## src/rtl/cdec8_dbg_pkg.sv

```systemverilog
`default_nettype none
// ============================================================================
// Module   : cdec8_dbg_pkg
// Function : Shared types and helpers for the CDEC8 debug-monitor scanner.
// Revision : 1.0 - initial release
// ============================================================================
package cdec8_dbg_pkg;

    typedef enum logic [2:0] {
        ST_IDLE    = 3'd0,
        ST_CAPT    = 3'd1,
        ST_SEND_HI = 3'd2,
        ST_SEND_LO = 3'd3,
        ST_SEND_SP = 3'd4,
        ST_SEND_CR = 3'd5,
        ST_SEND_LF = 3'd6,
        ST_FIN     = 3'd7
    } state_t;

    localparam logic [7:0] c_ascii_sp = 8'h20;
    localparam logic [7:0] c_ascii_cr = 8'h0D;
    localparam logic [7:0] c_ascii_lf = 8'h0A;

    // Uppercase ASCII hex digit for one nibble.
    function automatic logic [7:0] nib_to_hex(input logic [3:0] nib);
        if (nib < 4'd10) begin
            return 8'h30 + {4'd0, nib};
        end
        return 8'h37 + {4'd0, nib};
    endfunction

endpackage
`default_nettype wire

```

## src/rtl/dbg_uart_tx.sv

```systemverilog
`default_nettype none
// ============================================================================
// Module   : dbg_uart_tx
// Function : 8N1 UART transmitter, LSB first, CLK_DIV clocks per bit.
// Revision : 1.0 - initial release
// ============================================================================
module dbg_uart_tx #(
    parameter int CLK_DIV = 434
) (
    input  logic       clock,
    input  logic       reset_N,
    input  logic       tx_valid,
    input  logic [7:0] tx_data,
    output logic       tx_ready,
    output logic       txd
);

    localparam logic [15:0] c_baud_last = 16'(CLK_DIV - 1);

    logic        r_busy;
    logic [15:0] r_baud_cnt;
    logic [3:0]  r_bit_cnt;
    logic [9:0]  r_shift;

    // The line level is the LSB of the frame register, so txd stays a
    // flop output and the start bit appears on the accepting edge.
    always_ff @(posedge clock or negedge reset_N) begin
        if (!reset_N) begin
            r_busy     <= 1'b0;
            r_baud_cnt <= 16'd0;
            r_bit_cnt  <= 4'd0;
            r_shift    <= '1;
        end else if (!r_busy) begin
            if (tx_valid) begin
                r_busy     <= 1'b1;
                r_baud_cnt <= 16'd0;
                r_bit_cnt  <= 4'd0;
                r_shift    <= {1'b1, tx_data, 1'b0};
            end
        end else if (r_baud_cnt == c_baud_last) begin
            r_baud_cnt <= 16'd0;
            if (r_bit_cnt == 4'd9) begin
                r_busy  <= 1'b0;
                r_shift <= '1;
            end else begin
                r_bit_cnt <= r_bit_cnt + 4'd1;
                r_shift   <= {1'b1, r_shift[9:1]};
            end
        end else begin
            r_baud_cnt <= r_baud_cnt + 16'd1;
        end
    end

    assign tx_ready = !r_busy;
    assign txd      = r_shift[0];

endmodule
`default_nettype wire

```

## src/rtl/cdec8_dbg_scan.sv

```systemverilog
`default_nettype none
// ============================================================================
// Module   : cdec8_dbg_scan
// Function : Scans resource bus 0..NUM_RES-1 and prints it as hex over UART.
// Revision : 1.0 - initial release
// ============================================================================
module cdec8_dbg_scan #(
    parameter int CLK_DIV = 434,
    parameter int NUM_RES = 16
) (
    input  logic       clock,
    input  logic       reset_N,
    input  logic       start,
    output logic [7:0] resad,
    input  logic [7:0] resdt,
    output logic       txd,
    output logic       busy,
    output logic       done
);

    import cdec8_dbg_pkg::*;

    localparam logic [7:0] c_last_res = 8'(NUM_RES - 1);

    state_t     r_state;
    logic [7:0] r_dreg;
    logic       r_tx_valid;
    logic [7:0] r_tx_data;
    logic       w_tx_ready;
    logic [7:0] w_char;

    always_comb begin
        w_char = c_ascii_sp;
        case (r_state)
            ST_SEND_HI: w_char = nib_to_hex(r_dreg[7:4]);
            ST_SEND_LO: w_char = nib_to_hex(r_dreg[3:0]);
            ST_SEND_CR: w_char = c_ascii_cr;
            ST_SEND_LF: w_char = c_ascii_lf;
            default:    w_char = c_ascii_sp;
        endcase
    end

    // Each SEND state presents its character one clock after entry and
    // holds it until the transmitter accepts; CAPT fits inside the
    // previous character's line time.
    always_ff @(posedge clock or negedge reset_N) begin
        if (!reset_N) begin
            r_state    <= ST_IDLE;
            resad      <= 8'h00;
            busy       <= 1'b0;
            done       <= 1'b0;
            r_dreg     <= 8'h00;
            r_tx_valid <= 1'b0;
            r_tx_data  <= 8'h00;
        end else begin
            done <= 1'b0;
            case (r_state)
                ST_IDLE: begin
                    if (start) begin
                        resad   <= 8'h00;
                        busy    <= 1'b1;
                        r_state <= ST_CAPT;
                    end
                end
                ST_CAPT: begin
                    r_dreg  <= resdt;
                    r_state <= ST_SEND_HI;
                end
                ST_FIN: begin
                    if (w_tx_ready) begin
                        done    <= 1'b1;
                        busy    <= 1'b0;
                        resad   <= 8'h00;
                        r_state <= ST_IDLE;
                    end
                end
                default: begin
                    if (!r_tx_valid) begin
                        r_tx_valid <= 1'b1;
                        r_tx_data  <= w_char;
                    end else if (w_tx_ready) begin
                        r_tx_valid <= 1'b0;
                        case (r_state)
                            ST_SEND_HI: r_state <= ST_SEND_LO;
                            ST_SEND_LO: r_state <= ST_SEND_SP;
                            ST_SEND_SP: begin
                                if (resad == c_last_res) begin
                                    r_state <= ST_SEND_CR;
                                end else begin
                                    resad   <= resad + 8'd1;
                                    r_state <= ST_CAPT;
                                end
                            end
                            ST_SEND_CR: r_state <= ST_SEND_LF;
                            default:    r_state <= ST_FIN;
                        endcase
                    end
                end
            endcase
        end
    end

    dbg_uart_tx #(
        .CLK_DIV (CLK_DIV)
    ) u_uart_tx (
        .clock    (clock),
        .reset_N  (reset_N),
        .tx_valid (r_tx_valid),
        .tx_data  (r_tx_data),
        .tx_ready (w_tx_ready),
        .txd      (txd)
    );

endmodule
`default_nettype wire

```

## config.mk

```make
export PLATFORM = sky130hd
export DESIGN_NAME = cdec8_dbg_scan
export DESIGN_NICKNAME = d
export VERILOG_FILES = /design/src/rtl/cdec8_dbg_pkg.sv /design/src/rtl/dbg_uart_tx.sv /design/src/rtl/cdec8_dbg_scan.sv
export SDC_FILE = /design/constraint.sdc
export NUM_CORES = 1
export LEC_CHECK = 0
export CORE_ASPECT_RATIO = 0.75
export CORE_UTILIZATION = 55
export CTS_BUF_LIST = sky130_fd_sc_hd__clkbuf_4 sky130_fd_sc_hd__clkbuf_8
export DETAILED_ROUTE_END_ITERATION = 16
export PLACE_DENSITY_LB_ADDON = 0.25
export SLEW_MARGIN = 20
export SYNTH_ARGS = -nofsm -noshare
export SYNTH_HDL_FRONTEND = slang
export SYNTH_SLANG_ARGS = --single-unit
```

## constraint.sdc

```tcl
create_clock -name clock -period 1.8 [get_ports clock]
set_input_delay 0.18 -clock clock [delete_from_list [all_inputs] [get_ports clock]]
set_output_delay 0.18 -clock clock [all_outputs]
set_load 0.03 [all_outputs]
```

# == Yosys cells after proc, flatten, opt, wreduce, memory -nomap -nowiden ==
# Cells that the tools add are included.
# classes
n_eq_ne,17
mux,45
bitwise,3
n_lt_le_gt_ge,2
n_addsub,7
n_reduce_logical,13
# op_table
op,count
$mux W8,10
$mux W16,3
$pmux W8 S4,1
$mux W10,3
$add A6 B4 Y7 const A,4
$pmux W8 S3,1
$add A16 B1 Y16 const B,1
$eq A16 B9 Y1 const B,1
$mux W4,4
$mux W3,5
$mux W1,14
$eq A3 B3 Y1 const B,4
$pmux W3 S4,1
$ne A2 B2 Y1 const B,5
$mux W9,1
$pmux W3 S3,1
$add A8 B1 Y8 const B,1
$eq A8 B4 Y1 const B,1
$lt A4 B4 Y1 const B,2
$reduce_and A7 Y1,1
$eq A3 B2 Y1 const B,2
$reduce_and A3 Y1,2
$reduce_bool A3 Y1,2
$add A4 B1 Y4 const B,1
12 further kinds,16
# totals
regBits,61
word_cells,98
out_inout_bits,11
in_bits,11

# == Logic depth before layout (Yosys ltp) ==
# depth
ltp_word,6
depth_mapped,8
mapped_depth_nobuf,7

# == By module ==
# A second synthesis with hierarchy kept.
# unflattened
hier_cells,384
hier_area_um2,3533.4
# modules_own_cells
module,seq_area_each_um2,n_inst,cells_each,area_per_inst_um2
dbg_uart_tx,762.0,1,191,1793.0
cdec8_dbg_scan,725.7,1,193,1740.4

# == Least setup slack after synthesis ==
# No wires, ideal clock.
# synth_timing
path_kind,flip-flop to flip-flop
startpoint,register resad[0]
endpoint,register resad[7]
arrival_time_ns,1.827
period_less_slack_ns,1.905
path_stages_with_launch,7
setup_time_ns,0.077
slack_ns,-0.105
required_ns,1.723
n_path_buf,0
path_cell_list,dfrtp_1 ha_1 nand4b_1 o41ai_1 a21o_1 or4_1 a21oi_1
# synth_via
elab_chain_len,6
elab_cells_between_ends,9
cone_classes,1 x add/sub; 2 x eq/ne; 5 x mux; 1 x reduce/logical
# synth_rtl
item,line_no,rtl
start: declaration,cdec8_dbg_scan.sv:14,"output logic [7:0] resad,"
start signal: assignment,cdec8_dbg_scan.sv:90,resad <= resad + 8'd1;
$add A8 B1 Y8,cdec8_dbg_scan.sv:90,
$mux W8,cdec8_dbg_scan.sv:87,if (resad == c_last_res) begin
$mux W8,cdec8_dbg_scan.sv:83,case (r_state)
$mux W8,cdec8_dbg_scan.sv:81,end else if (w_tx_ready) begin
$mux W8,cdec8_dbg_scan.sv:78,if (!r_tx_valid) begin
$pmux W8 S3,cdec8_dbg_scan.sv:57,case (r_state)
# Several ways; a longest one is shown, not always the timed one. The select of a mux whose other input is x is not followed.
# A chain may end at the register's enable or synchronous reset.

# == Worst setup path after layout ==
# layout_timing
startpoint,register u_uart_tx.r_baud_cnt[1]
endpoint,register u_uart_tx.r_bit_cnt[0]
# layout_via
elab_chain_len,3
# layout_rtl
item,line_no,rtl
start: declaration,dbg_uart_tx.sv:21,logic [15:0] r_baud_cnt;
start signal: assignment,dbg_uart_tx.sv:50,r_baud_cnt <= r_baud_cnt + 16'd1;
$eq A16 B9 Y1,dbg_uart_tx.sv:40,end else if (r_baud_cnt == c_baud_last) begin
$ne A2 B2 Y1 (no source line),n/a,
$reduce_and A3 Y1 (no source line),n/a,
end signal: assignment,dbg_uart_tx.sv:46,r_bit_cnt <= r_bit_cnt + 4'd1;
end: declaration,dbg_uart_tx.sv:22,logic [3:0] r_bit_cnt;
# No other way between the ends.

==> out/results.txt <==
# setup viols final = 0
Met3 Usage GRT = 0.0702
Area leader, netlist = dfrtp_1
PwrDens = 638 mW/mm^2
Die area = 0.00627 mm^2
Vias in the first global route = 2839
Cell area after layout = 0.00419 mm^2
Die H = 68.8 um
Slew @ Worst Pin = 0.453 ns
Critical path class = flop to flop
Pin count of the biggest net entering global routing = 60
Startpoint types = flop
Fin crit share = 0.973
Place WS = -0.174 ns
Worst skew pair latency = 0.35 ns
IO Pins = 22
Max VDD drop = 0.547 mV
Post-DP HPWL = 5390 um
Routed wire length = 7940 um
FP Rows = 23
Register area = 0.00149 mm^2
Port bufs = 21
WHS = 0.369 ns
YS warnings = 0
Placed cell count = 483
PnR worst setup slack = 0.0489 ns
Worst-path clk slew = 0.06 ns
Initial Util = 0.593
Most common cell after layout, fill and taps aside = dfrtp_1
Final Util = 0.759
Htree depth = 3
Leakage = 1.83 nW
Drc violations = 0
Fin cells = 505
Synth Register Bits = 59
Slew headroom = 0.695
Critical-path maximum fanout = 4
Worst Path Required = 2.03 ns
Antenna fix cells = 0
Max Slew Vio Count = 0
Fillers = 411
Setup TNS = 0 ns
Routability cong. = 0.848
Post-route minimum period = 1.75 ns
Via/cell ratio = 6.03
DR pass1 iterations = 5
Fmax = 0.571 GHz
Area growth, synth to finish = 28.1%
CTS tree = done
EDFF count, synth = 0
Core Footprint = 0.00553 mm^2
Initial antenna violation count = 0
Clk_skew = 0.00587 ns
Global route overflow = 0
Max_cap viols = 0
Synth Instances = 363
Hold Fails Final Rpt = 0
Die W = 91.1 um
Initial DRC Count = 214
Final net count = 443
Final Power = 2.67 mW
Clock buffer depth = 2
Area of the multi-input gates = 0.00176 mm^2
Ys async rst share = 1.00
Total Routing Usage GR = 0.277
Sequential share of the synthesized area = 0.454
Synth top area share = 0.382
Synth unique cells = 59
Worst setup EP type = flop
# clock sinks = 59
WP data arrival = 1.98 ns
Met1 GRT Util = 0.369
Outcome = complete, no violations
Post-Place Cell Area = 0.00383 mm^2
Vias = 3047
Area contributors post-synth = dfrtp_1, dfstp_2, a21oi_1
Final ANT Viol Nets = 0
Layout cells sized above 1 = 0.247
RSZ-0062 raised after global routing = true
Mapped cell area = 0.00327 mm^2
Syn Area/Cell = 9.02 um^2
Clock root buffer master = clkbuf_8
First-pass GRT wire length = 13200 um
CTS buffer count = 9
Global-route track usage on met2 = 0.454
GRT Max-Usage Layer = met2
Synth Flop Type = dfrtp_1
Wire length per cell = 15.7 um
Most frequent cells in the layout = dfrtp_1, nand2_1, buf_4
Net Count, Synth = 381
Hold Crit Class = input pin to asynchronous set/reset pin
path summary, 6_finish.rpt:
check / startpoint / end / slack (ns) / cells after the start
worst max register to register: u_uart_tx.r_baud_cnt[1] / u_uart_tx.r_bit_cnt[0] / 0.05 / 9
max in group asynchronous: reset_N / u_uart_tx.r_shift[7] / 1.12 / 3
worst min-delay path: reset_N / u_uart_tx.r_baud_cnt[4] / 0.37 / 3
worst max-delay path: u_uart_tx.r_baud_cnt[1] / u_uart_tx.r_bit_cnt[0] / 0.05 / 9
min in group clock: resdt[5] / r_dreg[5] / 0.39 / 3
worst min register to register: u_uart_tx.r_shift[8] / u_uart_tx.r_shift[8] / 0.47 / 2
cell families (layout without fill, tap and decap cells):
kind of cell	Yosys count	after routing	share of synthesized area
buffers and inverters	34	100	0.0420
DFF	59	59	0.454
muxes	6	6	0.0203
and+or+nand+nor	138	139	0.221
AOI/OAI and AO/OA	111	111	0.214
adders and majority gates	7	7	0.0267
xor gates and xnor gates	8	8	0.0214
registers in the layout, indices dropped and copies added, names as in the netlist:
register / flops
r_dreg: 8
u_uart_tx.r_bit_cnt: 4
busy: 1
done: 1
u_uart_tx.r_baud_cnt: 16
r_tx_data: 7
r_state: 3
r_tx_valid: 1
u_uart_tx.r_busy: 1
resad: 8
u_uart_tx.r_shift: 9
worst max-delay path: stages, from the launching register on:
cell and delay (ns):
dfrtp_1 0.39, inv_2 0.06, ha_2 0.16, nor3b_2 0.15, nand4_1 0.12, buf_6 0.16
buf_4 0.13, o21ai_0 0.17, o21ai_1 0.10, a21o_1 0.19
synthesized netlist by cell type, types with 3 or more instances:
cell,count
dfstp_2,9
nand4_1,8
o22ai_1,3
inv_1,18
nor4_1,3
and3_1,4
nand3_1,11
dfrtp_1,50
mux2_2,5
o2bb2ai_1,5
a21oi_1,32
o31ai_1,4
nand2_1,40
a22oi_1,3
nor3_1,7
xnor2_1,5
xor2_1,3
nand2b_1,4
nor2_1,26
ha_1,7
or3_1,10
a21o_1,9
o21ai_0,25
buf_2,8
o21ai_1,3
clkbuf_1,6
or4_1,3
a311oi_1,3
or2_2,3
nor2b_1,3
a31oi_1,6
where the power goes:
part / internal (mW) / switching (mW)
clock: 0.679 / 0.514
sequential: 1.35 / 0.0202
combinational: 0.0533 / 0.0593
total: 2.08 / 0.594
layout make-up:
type,count,area share
inverter,18,0.0170
multi-input combinational,271,0.421
clock inverter,1,0.00119
sequential,59,0.356
clock buffer,15,0.0462
tap,75,0.0224
timing repair buffer,66,0.137
what timing repair did:
| action | CTS | global route |
|---|---|---|
| endpoints found under the setup margin | 24 | 30 |
| hold endpoints to repair | 50 | 0 |
| hold buffers | 1 | 0 |
| cloned | 0 | 1 |
| pin swaps | 1 | 10 |
| buffers inserted | 2 | 2 |
| gates resized for setup | 2 | 28 |
per-layer routing:
metal / vias up / share of wire
met5: - / 0
met4: 0 / 0.012
met3: 11 / 0.064
met2: 113 / 0.47
met1: 1469 / 0.46
li1: 1454 / -
Power figures use the tool's default switching activity.
